**config.mk**
```make
export PLATFORM = sky130hd
export DESIGN_NAME = lite_irq_ctrl
export DESIGN_NICKNAME = d
export VERILOG_FILES = /design/src/rtl/lite_irq_pkg.sv /design/src/rtl/lite_irq_rr_pick.sv /design/src/rtl/lite_irq_ctrl.sv
export SDC_FILE = /design/constraint.sdc
export NUM_CORES = 1
export LEC_CHECK = 0
export CAP_MARGIN = 25
export CORE_MARGIN = 5
export CORE_UTILIZATION = 42
export DETAILED_ROUTE_END_ITERATION = 8
export PLACE_DENSITY = 0.85
export SLEW_MARGIN = 25
export SYNTH_ARGS = -nofsm -noshare
export SYNTH_HDL_FRONTEND = slang
export SYNTH_SLANG_ARGS = --single-unit
```
**constraint.sdc**
```tcl
create_clock -name user_clk -period 2.4 [get_ports user_clk]
set_input_delay 0.24 -clock user_clk [delete_from_list [all_inputs] [get_ports user_clk]]
set_output_delay 0.24 -clock user_clk [all_outputs]
set_load 0.1 [all_outputs]
```
**src/rtl/lite_irq_pkg.sv**
```systemverilog
// lite_irq_pkg: shared constants and types for the lite interrupt controller.
//   Register byte offsets and their word indices, CONTROL field positions,
//   IRQ FSM state encoding, and the maximum source count.
package lite_irq_pkg;

  localparam int NSRC_MAX = 8;

  localparam logic [4:0] OFS_PENDING = 5'h00;
  localparam logic [4:0] OFS_MASK    = 5'h04;
  localparam logic [4:0] OFS_VECTOR  = 5'h08;
  localparam logic [4:0] OFS_OVERRUN = 5'h0C;
  localparam logic [4:0] OFS_CONTROL = 5'h10;

  // word index as decoded from addr[4:2]
  localparam logic [2:0] IDX_PENDING = OFS_PENDING[4:2];
  localparam logic [2:0] IDX_MASK    = OFS_MASK[4:2];
  localparam logic [2:0] IDX_VECTOR  = OFS_VECTOR[4:2];
  localparam logic [2:0] IDX_OVERRUN = OFS_OVERRUN[4:2];
  localparam logic [2:0] IDX_CONTROL = OFS_CONTROL[4:2];

  localparam int CTRL_EN_BIT   = 0;
  localparam int CTRL_HOLD_LSB = 8;
  localparam int CTRL_HOLD_MSB = 15;

  typedef enum logic [1:0] {
    ST_IDLE,
    ST_PULSE,
    ST_HOLD
  } irq_state_e;

  // VECTOR register image: {valid, 27'b0, idx[3:0]}
  function automatic logic [31:0] vector_word(input logic valid, input logic [2:0] idx);
    return {valid, 27'b0, 1'b0, idx};
  endfunction

endpackage

```
**src/rtl/lite_irq_rr_pick.sv**
```systemverilog
// lite_irq_rr_pick: combinational round-robin picker.
//   req_i   : request vector (NSRC bits)
//   ptr_i   : search start position, must be < NSRC
//   valid_o : any request set
//   idx_o   : first set request at or after ptr_i, wrapping at NSRC
module lite_irq_rr_pick import lite_irq_pkg::*; #(
  parameter int NSRC = 4
) (
  input  logic [NSRC-1:0] req_i,
  input  logic [2:0]      ptr_i,
  output logic            valid_o,
  output logic [2:0]      idx_o
);

  localparam logic [3:0] N4 = 4'(NSRC);

  logic [NSRC_MAX-1:0] req_pad;
  logic [3:0]          pos;

  // Walk offsets from farthest to nearest so the last hit kept is the
  // closest one to the pointer.
  always_comb begin
    req_pad = '0;
    req_pad[NSRC-1:0] = req_i;
    valid_o = 1'b0;
    idx_o   = '0;
    pos     = '0;
    for (int k = NSRC - 1; k >= 0; k--) begin
      pos = {1'b0, ptr_i} + 4'(k);
      if (pos >= N4) pos = pos - N4;
      if (req_pad[pos[2:0]]) begin
        valid_o = 1'b1;
        idx_o   = pos[2:0];
      end
    end
  end

endmodule

```
**src/rtl/lite_irq_ctrl.sv**
```systemverilog
// lite_irq_ctrl: event-to-interrupt controller with a 32-byte register window.
//   user_clk/user_rst      : clock, async active-high reset
//   user_wren/wstrb/rden   : register write (byte enables) / read strobes
//   user_addr/user_wr_data : byte address / write data
//   user_rd_data           : registered read data, 1-cycle latency, holds
//   user_irq               : single-cycle interrupt pulse
//   src_event              : level event inputs, rising edges latch PENDING
// Registers: PENDING W1C, MASK RW, VECTOR claim-on-read, OVERRUN W1C,
// CONTROL {HOLDOFF[15:8], ENABLE[0]}.
module lite_irq_ctrl import lite_irq_pkg::*; #(
  parameter int          NSRC      = 4,
  parameter logic [31:0] BASE_ADDR = 32'h0000_0000
) (
  input  logic            user_clk,
  input  logic            user_rst,
  input  logic            user_wren,
  input  logic [3:0]      user_wstrb,
  input  logic            user_rden,
  input  logic [31:0]     user_addr,
  input  logic [31:0]     user_wr_data,
  output logic [31:0]     user_rd_data,
  output logic            user_irq,
  input  logic [NSRC-1:0] src_event
);

  localparam logic [3:0] N4 = 4'(NSRC);

  logic [NSRC-1:0] pend_q, pend_d, mask_q, mask_d, ovr_q, ovr_d, src_q;
  logic [NSRC-1:0] rise, req, claim_oh, pend_clr, ovr_clr;
  logic            en_q, en_d, rearm_q, rearm_set, irq_q;
  logic [7:0]      hold_q, hold_d, cnt_q;
  logic [2:0]      rrp_q, rrp_d, pidx, ridx;
  logic [3:0]      rrp_nxt;
  logic [31:0]     rd_q, rd_val;
  logic            sel, vld, claim;
  logic            wr_pend, wr_mask, wr_ovr, wr_ctrl, rd_vec;
  irq_state_e      st_q;

  // address bits [1:0], upper data and strobes only partly matter
  logic unused_bits;
  assign unused_bits = ^{user_addr[1:0], user_wr_data, user_wstrb};

  assign sel  = (user_addr[31:5] == BASE_ADDR[31:5]);
  assign ridx = user_addr[4:2];

  assign wr_pend = user_wren & sel & (ridx == IDX_PENDING);
  assign wr_mask = user_wren & sel & (ridx == IDX_MASK);
  assign wr_ovr  = user_wren & sel & (ridx == IDX_OVERRUN);
  assign wr_ctrl = user_wren & sel & (ridx == IDX_CONTROL);
  assign rd_vec  = user_rden & sel & (ridx == IDX_VECTOR);

  assign rise = src_event & ~src_q;
  assign req  = pend_q & mask_q;

  lite_irq_rr_pick #(.NSRC(NSRC)) u_pick (
    .req_i   (req),
    .ptr_i   (rrp_q),
    .valid_o (vld),
    .idx_o   (pidx)
  );

  assign claim    = rd_vec & vld;
  assign claim_oh = claim ? (NSRC'(1) << pidx) : '0;
  assign rrp_nxt  = {1'b0, pidx} + 4'd1;

  // Sources sit in byte 0, so only wstrb[0] gates the per-source registers.
  // Set terms are OR-ed in last so a same-edge set beats any clear.
  always_comb begin
    pend_clr = ((wr_pend && user_wstrb[0]) ? user_wr_data[NSRC-1:0] : '0) | claim_oh;
    ovr_clr  = (wr_ovr && user_wstrb[0]) ? user_wr_data[NSRC-1:0] : '0;
    pend_d   = (pend_q & ~pend_clr) | rise;
    ovr_d    = (ovr_q & ~ovr_clr) | (rise & pend_q);
    mask_d   = (wr_mask && user_wstrb[0]) ? user_wr_data[NSRC-1:0] : mask_q;
    en_d     = (wr_ctrl && user_wstrb[0]) ? user_wr_data[CTRL_EN_BIT] : en_q;
    hold_d   = (wr_ctrl && user_wstrb[1]) ? user_wr_data[CTRL_HOLD_MSB:CTRL_HOLD_LSB] : hold_q;
    rrp_d    = rrp_q;
    if (claim) rrp_d = (rrp_nxt >= N4) ? 3'd0 : rrp_nxt[2:0];
  end

  assign rearm_set = (|(rise & mask_q)) | claim | wr_pend;

  always_comb begin
    rd_val = '0;
    if (sel) begin
      case (ridx)
        IDX_PENDING: rd_val = 32'(pend_q);
        IDX_MASK:    rd_val = 32'(mask_q);
        IDX_VECTOR:  rd_val = vector_word(vld, pidx);
        IDX_OVERRUN: rd_val = 32'(ovr_q);
        IDX_CONTROL: rd_val = {16'b0, hold_q, 7'b0, en_q};
        default:     rd_val = '0;
      endcase
    end
  end

  always_ff @(posedge user_clk or posedge user_rst) begin
    if (user_rst) begin
      pend_q  <= '0;
      mask_q  <= '0;
      ovr_q   <= '0;
      src_q   <= '0;
      en_q    <= 1'b0;
      hold_q  <= '0;
      rrp_q   <= '0;
      rearm_q <= 1'b0;
      rd_q    <= '0;
    end else begin
      pend_q  <= pend_d;
      mask_q  <= mask_d;
      ovr_q   <= ovr_d;
      src_q   <= src_event;
      en_q    <= en_d;
      hold_q  <= hold_d;
      rrp_q   <= rrp_d;
      // a fresh arming reason in the PULSE cycle survives the clear
      rearm_q <= rearm_set | (rearm_q & (st_q != ST_PULSE));
      if (user_rden) rd_q <= rd_val;
    end
  end

  // HOLD runs out even if ENABLE drops; the IDLE check gates new pulses.
  always_ff @(posedge user_clk or posedge user_rst) begin
    if (user_rst) begin
      st_q  <= ST_IDLE;
      cnt_q <= '0;
      irq_q <= 1'b0;
    end else begin
      irq_q <= 1'b0;
      case (st_q)
        ST_IDLE: if (en_q && vld && rearm_q) begin
          st_q  <= ST_PULSE;
          irq_q <= 1'b1;
        end
        ST_PULSE: begin
          st_q  <= ST_HOLD;
          cnt_q <= hold_q;
        end
        ST_HOLD: begin
          if (cnt_q == 8'd0) st_q <= ST_IDLE;
          else               cnt_q <= cnt_q - 8'd1;
        end
        default: st_q <= ST_IDLE;
      endcase
    end
  end

  assign user_rd_data = rd_q;
  assign user_irq     = irq_q;

endmodule

```
After elaboration in Yosys (flattened, before gate mapping):

Cells that the tools add are included.

* register bits: 72
* bits in latches: 0
* RAM bits: 0
* bits in read-only memories: 0
* bits of input ports: 76
* memories kept: 0

* $add $sub $neg: 9
* $mul: 0
* div/mod/pow operators: 0
* $lt $le $gt $ge: 9
* equality and inequality tests: 10
* shifts and indexed selects: 1
* multiplexer cells: 33
* bitwise operators: 24
* reductions and logical operators: 15

Operator list (number)
* case mux 32 bit (5 select lines): 1
* 2-to-1 mux 32 bit: 1
* logical NOT 27 bit: 1
* 2-to-1 mux 3 bit: 9
* AND 4 bit: 6
* >= comparator 4 x 3 -> 1 bit, second input constant: 4
* less-than comparator 3 x 4 -> 1 bit, second input constant: 4
* case mux 8 bit (2 select lines): 1
* binary-select mux 1 bit (select 3 bit): 4
* 2-to-1 mux 4 bit: 3
* inverter 4 bit: 3
* OR 4 bit: 3
* subtractor 3 bit, second input constant: 4
* 2-to-1 mux 1 bit: 10
* AND 1 bit: 9
* adder 3 x 1 -> 4 bit, second input constant: 2
* adder 3 x 2 -> 4 bit, second input constant: 2
* logical NOT 8 bit: 1
* 2-to-1 mux 8 bit: 1
* subtractor 8 x 1 -> 8 bit, second input constant: 1
* logical AND 1 bit: 7
* equality test 3 x 2 -> 1 bit, second input constant: 2
* inequality test 2 bit, second input constant: 3
* case mux 2 bit (3 select lines): 1
* 14 further kinds: 18

Logic depth before layout (Yosys ltp):

Gate-level depths: netlist of the first run.

* depth in word-level cells: 15
* gate-level depth with buffers: 11
* mapped depth without buffers: 11

By module:

Synthesis of the first run repeated with hierarchy kept, for this count alone.

* cell total of the unflattened synthesis: 306
* area total of the unflattened synthesis: 3273.1 um2

Modules (own cells, without submodules)
* lite_irq_ctrl: times used 1, cells an instance 269, area each 2962.8 um2, seq. area each 1326.3 um2
* lite_irq_rr_pick: times used 1, cells an instance 37, area each 310.3 um2, seq. area each 0.0 um2

Worst setup path before layout of the first run:

No wires, ideal clock.

* path type: flip-flop to flip-flop
* start: register rrp_q[1]
* end: register rrp_q[0]
* library setup time: 0.121 ns
* data arrival time: 2.531 ns
* required time: 2.279 ns
* setup slack: -0.252 ns
* cell stages (with the launch flop): 12
* buffers on the path: 0
* cell sequence: dfrtp_1 inv_1 ha_1 and3_1 o211ai_1 o21ba_2 a311o_1 inv_1 ha_1 ha_1 o2111a_1 a22o_1

* cells in the longest elaborated chain, start to end: 12

RTL lines
* from (decl): line lite_irq_ctrl.sv:32 `logic [2:0] rrp_q, rrp_d, pidx, ridx;`
* from (signal assigned): line lite_irq_ctrl.sv:114 `rrp_q <= rrp_d;`
* adder 3 x 2 -> 4 bit: line lite_irq_rr_pick.sv:29 `pos = {1'b0, ptr_i} + 4'(k);`
* >= comparator 4 x 3 -> 1 bit or subtractor 3 bit (tied branches): line lite_irq_rr_pick.sv:30 `if (pos >= N4) pos = pos - N4;`
* 2-to-1 mux 3 bit: line lite_irq_rr_pick.sv:30
* binary-select mux 1 bit (select 3 bit): line lite_irq_rr_pick.sv:31 `if (req_pad[pos[2:0]]) begin`
* 2-to-1 mux 1 bit (implied by the code): line lite_irq_rr_pick.sv:31
* 2-to-1 mux 3 bit (4 in series): line lite_irq_rr_pick.sv:31
* adder 3 x 1 -> 4 bit: line lite_irq_ctrl.sv:64 `assign rrp_nxt = {1'b0, pidx} + 4'd1;`
* >= comparator 4 x 3 -> 1 bit: line lite_irq_ctrl.sv:77 `if (claim) rrp_d = (rrp_nxt >= N4) ? 3'd0 : rrp_nxt[2:0];`
* 2-to-1 mux 3 bit: line lite_irq_ctrl.sv:77

Parallel ways exist; a longest one is shown, timed or not. The select of a mux whose other input is x is not followed.
A chain may end at the register's enable or synchronous reset.

Final worst setup path of the first run:

* start: register rrp_q[0]
* end: register rrp_q[0]

The elaborated chain is that of the path after synthesis.

==> results of run 1 <==
==> per-stage QoR <==
stage	std cells	instance area [um2]
finish	500	4280
global route	500	4280
CTS	500	4250
detailed placement	491	4150
global placement	491	4150
floorplan	321	3350
==> timing repair <==
action / in CTS / in global routing
resized for setup: 3 / 6
buffers inserted: 1 / 0
endpoints found under the setup margin: 1 / 4
pin swaps: 6 / 7
==> critical path, stage by stage (launching register included) <==
cell and delay, ps:
sky130_fd_sc_hd__dfrtp_1 400, sky130_fd_sc_hd__inv_2 70, sky130_fd_sc_hd__ha_4 280, sky130_fd_sc_hd__and3b_1 170
sky130_fd_sc_hd__o211ai_1 200, sky130_fd_sc_hd__o21ba_2 190, sky130_fd_sc_hd__a311o_1 300, sky130_fd_sc_hd__inv_2 90
sky130_fd_sc_hd__ha_4 130, sky130_fd_sc_hd__ha_4 200, sky130_fd_sc_hd__o2111a_1 110, sky130_fd_sc_hd__a22o_1 200
==> synthesized netlist by cell type, types with 4 or more instances <==
cell type | count | area (um2)
sky130_fd_sc_hd__nor2b_1 | 8 | 50.1
sky130_fd_sc_hd__nand2b_1 | 5 | 31.3
sky130_fd_sc_hd__nor2_1 | 7 | 26.3
sky130_fd_sc_hd__a22oi_1 | 4 | 30.0
sky130_fd_sc_hd__mux2_1 | 8 | 90.1
sky130_fd_sc_hd__a22o_1 | 16 | 140
sky130_fd_sc_hd__buf_4 | 21 | 158
sky130_fd_sc_hd__a41oi_1 | 4 | 35.0
sky130_fd_sc_hd__nand2_1 | 14 | 52.6
sky130_fd_sc_hd__o21ai_0 | 14 | 70.1
sky130_fd_sc_hd__nor4_4 | 6 | 128
sky130_fd_sc_hd__inv_1 | 17 | 63.8
sky130_fd_sc_hd__and2_1 | 7 | 43.8
sky130_fd_sc_hd__clkbuf_1 | 5 | 18.8
sky130_fd_sc_hd__nor4_1 | 5 | 31.3
sky130_fd_sc_hd__ha_1 | 9 | 113
sky130_fd_sc_hd__mux2i_1 | 8 | 80.1
sky130_fd_sc_hd__dfrtp_1 | 53 | 1330
sky130_fd_sc_hd__nor3_1 | 5 | 25.0
sky130_fd_sc_hd__o22a_1 | 4 | 35.0
sky130_fd_sc_hd__nand3_1 | 11 | 55.1
sky130_fd_sc_hd__mux2_4 | 4 | 60.1
sky130_fd_sc_hd__a21oi_1 | 6 | 30.0
==> power groups by stage <==
stage,Sequential (W),Combinational (W),Clock (W)
floorplan,0.000914,0.000203,0
global placement,0.000914,0.000292,0
detailed placement,0.000914,0.000297,0
CTS,0.000896,0.000298,0.000506
global route,0.000897,0.000313,0.000530
finish,0.000896,0.000297,0.000494
==> routing by layer <==
metal | up-vias | global-route usage [%] | share of wire (%)
met5 | - | 0 | 0
met4 | 0 | 3.83 | 1.5
met3 | 14 | 3.07 | 4.6
met2 | 76 | 32.8 | 55
met1 | 1333 | 20.4 | 39
li1 | 1292 | - | -
==> logic make-up after synthesis <==
family | count (synthesis) | share of synthesized area [%]
and+or+nand+nor | 88 | 19.3
AOI/OAI and AO/OA | 80 | 19.1
DFF | 53 | 40.8
buffers and inverters | 46 | 8.01
muxes | 24 | 8.81
adders and majority gates | 9 | 3.46
other | 2 | 0.231
xor gates and xnor gates | 1 | 0.269
==> flip-flops by register name, indices dropped and copies added, names as in the netlist, 2 cells and up <==
signal	flops
cnt_q	8
src_q	4
mask_q	4
rrp_q	3
user_rd_data	13
hold_q	8
pend_q	4
st_q	2
ovr_q	4
==> final timing paths <==
kind	endpoint	slack, ps	cells after the start
max	rrp_q[0]	-50	11
max reg2reg	rrp_q[0]	-50	11
min	src_q[3]	380	1
min in group asynchronous	hold_q[5]	400	3
min reg2reg	ovr_q[2]	520	1
max in group asynchronous	rrp_q[1]	1500	3
==> final cells by class <==
cell class	count	area, um2	share of cell area, %
multi-input combinational	222	1800	42.0
sequential	53	1330	31.0
timing repair buffer	97	872	20.4
tap	102	128	2.98
clock buffer	6	72.6	1.70
inverter	18	70.1	1.64
clock inverter	2	10.0	0.234
==> flow_summary.yaml, run 1 <==
status:
  status: "finished, violations left"
  violated_checks: "negative setup slack"
critical_path:
  cp.arrival_ps: 2650
  rr_startpoint: "rrp_q[0]"
  critical_path_class: "flop to flop"
  cp_data_required_time_ps: 2600
  endpoint_kind: "flop"
  critPathLaunch: "rrp_q[0]"
  timing.critical_path.fanout_max: 4
  critPathLaunchType: "flop"
routing:
  drt.antenna.violating_nets: 0
  remaining_drc_errors: 0
  detail_route.first_pass.iterations: 4
  detailroute.via_count: 2715
  initialDrtViolationCount: 135
  drt-vias-per-instance: 5.43
  routed_wirelength_mm: 8.32
  post_drt_wl_per_cell_um: 16.6
sta:
  fmax_mhz: 407
  max_slew_headroom_pct: 55.8
  drv_slew: 0
  setup_viol: 1
  final.setup_skew_ps: 4.09
  number_of_failing_hold_endpoints_at_the_final_stage: 0
  max_slew.worst_pin.slew_ps: 663
  setup_slack_ps: -54.7
  final.setup.tns_ps: -54.7
  setup_repair_after_global_routing_missed_its_margin: "true"
  worst_hold_slack_ps: 384
  shortest_clock_period_the_worst_path_allows_after_layout_ps: 2450
  post-route-period-util_pct: 102
placement:
  routabilityCongestion: 0.900
  dpl.hpwl_mm: 6.57
  buffer_ports.inserted: 65
  dp_slack_ps: -115
clock_tree:
  clk_transition_reported_paths_ps: 90
  numCtsBuffers: 5
  postCtsHoldBufs: 0
  cts-htree-levels: 2
  clock-root-buffer: "sky130_fd_sc_hd__clkbuf_8"
  tritoncts: "yes"
  clock_sink_count: 53
  clock_path_buffers: 2
  clock_insertion_delay_worst_skew_ps: 310
global_routing:
  gr-total-overflow: 0
  grt_pass1_vias: 2819
  grt_antenna_before_repair: 0
  grt_max_degree: 54
  grt_pass1_wl_mm: 13.8
  grt_use_total_pct: 17.4
power:
  power.density_nw_per_um2: 394
  power.switching_w: 0.000495
  power_w: 0.00169
  power_frac_seq_pct: 53.1
  power_leakage_nw: 1.92
  power_frac_clock_pct: 29.3
  worst_ir_drop_vdd_uv: 235
  sw_frac_of_total_pct: 29.3
  intPower_w: 0.00119
  power.combinational.fraction_pct: 17.6
synth:
  ys_seq_elements: 53
  synth_area_per_cell_um2: 10.7
  netlist_area_um2: 3250
  ys_seq_area_share_pct: 40.8
  yosysWarnings: 0
  synthArstFlopShare_pct: 100
  synth-edff-count: 0
  synth_ff_type: "sky130_fd_sc_hd__dfrtp_1"
  post_synth_num_cell_types: 63
  post_synth_inst_count: 303
cells_and_area:
  mostFrequentLayoutCell: "sky130_fd_sc_hd__dfrtp_1"
  final_cell_mix: "sky130_fd_sc_hd__dfrtp_1, sky130_fd_sc_hd__clkdlybuf4s50_1, sky130_fd_sc_hd__buf_4, sky130_fd_sc_hd__conb_1, sky130_fd_sc_hd__a22o_1"
  layout-drive-gt1-share_pct: 22.9
  fillers: 660
  utilization_of_the_core_after_routing_pct: 56.0
  layout.nets: 482
  insertedDiodeCount: 0
  area_growth_syn_to_layout_pct: 31.6
floorplanning:
  die_width_um: 98.0
  initial_utilization_pct: 42.5
  io-pin-count: 109
  fp.coreArea_um2: 7650
  placement_rows: 32
  vertical_extent_of_the_die_um: 98.0
  die-area_um2: 9600
min_path:
  hold_start: "src_event[3]"
  hold_path.class: "input port to flop"
flow_run:
  max_cap_viol_count: 0
No activity file was read; power rests on OpenSTA's default activity.
==> inputs of run 2 (changes only) <==
CORE_UTILIZATION = 46   (was 42)
PLACE_DENSITY = 0.89   (was 0.85)
clock period = 2.56 ns   (was 2.4 ns; I/O delays follow)
==> flow_summary.yaml, run 2 (synthesis results as in run 1) <==
sta:
  number_of_failing_hold_endpoints_at_the_final_stage: 0
  fmax_mhz: 393
  drv_slew: 0
  max_slew.worst_pin.slew_ps: 649
  setup_viol: 0
  final.setup_skew_ps: 9.76
  setup_repair_after_global_routing_missed_its_margin: "true"
  shortest_clock_period_the_worst_path_allows_after_layout_ps: 2540
  max_slew_headroom_pct: 56.4
  post-route-period-util_pct: 99.3
  worst_hold_slack_ps: 298
routing:
  drt-vias-per-instance: 5.62
  initialDrtViolationCount: 153
  remaining_drc_errors: 0
  detail_route.first_pass.iterations: 4
  detailroute.via_count: 2738
  routed_wirelength_mm: 8.42
  drt.antenna.violating_nets: 0
  post_drt_wl_per_cell_um: 17.3
cells_and_area:
  fillers: 566
  final_cell_mix: "sky130_fd_sc_hd__dfrtp_1, sky130_fd_sc_hd__clkdlybuf4s50_1, sky130_fd_sc_hd__buf_4, sky130_fd_sc_hd__conb_1, sky130_fd_sc_hd__a22o_1"
  layout-drive-gt1-share_pct: 20.7
  insertedDiodeCount: 0
  flip_flop_count_of_the_largest_register_all_copies_and_words_added: 13
  layout.cell_area.non_filler_um2: 4230
  layout.nets: 475
  area_growth_syn_to_layout_pct: 30.1
  mostFrequentLayoutCell: "sky130_fd_sc_hd__dfrtp_1"
global_routing:
  grt_max_degree: 27
  grt_pass1_vias: 2830
  gr-total-overflow: 0
  grt_pass1_wl_mm: 13.6
  grt_use_total_pct: 19.3
  grt_antenna_before_repair: 0
floorplanning:
  io-pin-count: 109
  initial_utilization_pct: 47.6
  die-area_um2: 8850
  vertical_extent_of_the_die_um: 94.1
  placement_rows: 30
  die_width_um: 94.1
  fp.coreArea_um2: 6830
clock_tree:
  clock_sink_count: 53
  clk_transition_reported_paths_ps: 100
  postCtsHoldBufs: 0
  clock_path_buffers: 2
  tritoncts: "yes"
  clock-root-buffer: "sky130_fd_sc_hd__clkbuf_8"
  numCtsBuffers: 5
  cts-htree-levels: 2
  clock_insertion_delay_worst_skew_ps: 320
min_path:
  hold_path.class: "input port to async pin"
status:
  status: "complete, no violations"
critical_path:
  cp.arrival_ps: 2750
  critical_path_class: "flop to flop"
  endpoint_kind: "flop"
  cp_data_required_time_ps: 2770
  timing.critical_path.fanout_max: 6
  critPathLaunchType: "flop"
power:
  power.density_nw_per_um2: 405
  power_leakage_nw: 1.89
  worst_ir_drop_vdd_uv: 349
placement:
  dpl.hpwl_mm: 6.50
  dpl_cell_area_um2: 4050
  buffer_ports.inserted: 65
  routabilityCongestion: 0.885
flow_run:
  max_cap_viol_count: 0
## run 2: metal layers
layer	routed length (um)	global-route usage [%]
met1	3270	22.7
met2	4540	35.7
met3	447	4.09
met4	157	4.09
met5	0	0
## run 2: metrics by stage
stage	setup WS, ps	cells	TNS (ps)	utilization (%)	total power, W
floorplan	10.4	321	0	-	0.00105
global placement	103	476	0	59.3	0.00113
detailed placement	30.3	476	0	59.3	0.00113
CTS	1.94	484	0	61.1	0.00172
global route	-53.2	487	-53.2	61.9	0.00178
finish	17.3	487	0	61.9	0.00171
## run 2: repair_timing
item                       4_1_cts  5_1_grt
pin swaps                        0        5
setup buffers                    0        3
setup endpoints to repair        1        1
resized for setup                1        6
## run 2: final cells by class
type | instances | area [um2] | share of cell area, %
Timing Repair Buffer | 90 | 816 | 19.3
Sequential cell | 53 | 1330 | 31.4
Tap cell | 96 | 120 | 2.84
Inverter | 18 | 67.6 | 1.60
Multi-Input combinational cell | 222 | 1780 | 42.1
Clock inverter | 1 | 30.0 | 0.710
Clock buffer | 7 | 86.3 | 2.04
## run 2: report_power, final
group          switching [W]  internal (W)
Sequential       0.000000985      0.000840
Clock               0.000274      0.000319
Combinational       0.000190     0.0000881
Total               0.000465       0.00125
## run 2: final timing paths
| kind | endpoint | startpoint | cells after the start | slack, ps |
|---|---|---|---|---|
| setup / recovery | rrp_q[0] | rrp_q[0] | 11 | 20 |
| max in group asynchronous | mask_q[0] | user_rst | 3 | 1650 |
| hold / removal | hold_q[2] | user_rst | 2 | 300 |
| hold reg to reg | user_rd_data[14] | user_rd_data[14] | 1 | 520 |
| setup reg to reg | rrp_q[0] | rrp_q[0] | 11 | 20 |
| min in group user_clk | src_q[0] | src_event[0] | 1 | 400 |
## run 2: critical path, stage by stage (launching register included)
cell	delay, ps
sky130_fd_sc_hd__dfrtp_1	380
sky130_fd_sc_hd__inv_2	70
sky130_fd_sc_hd__ha_4	300
sky130_fd_sc_hd__and3b_1	180
sky130_fd_sc_hd__o211ai_1	220
sky130_fd_sc_hd__o21ba_2	190
sky130_fd_sc_hd__a311o_1	350
sky130_fd_sc_hd__inv_2	100
sky130_fd_sc_hd__ha_4	140
sky130_fd_sc_hd__ha_4	190
sky130_fd_sc_hd__o2111a_1	120
sky130_fd_sc_hd__a22o_1	190
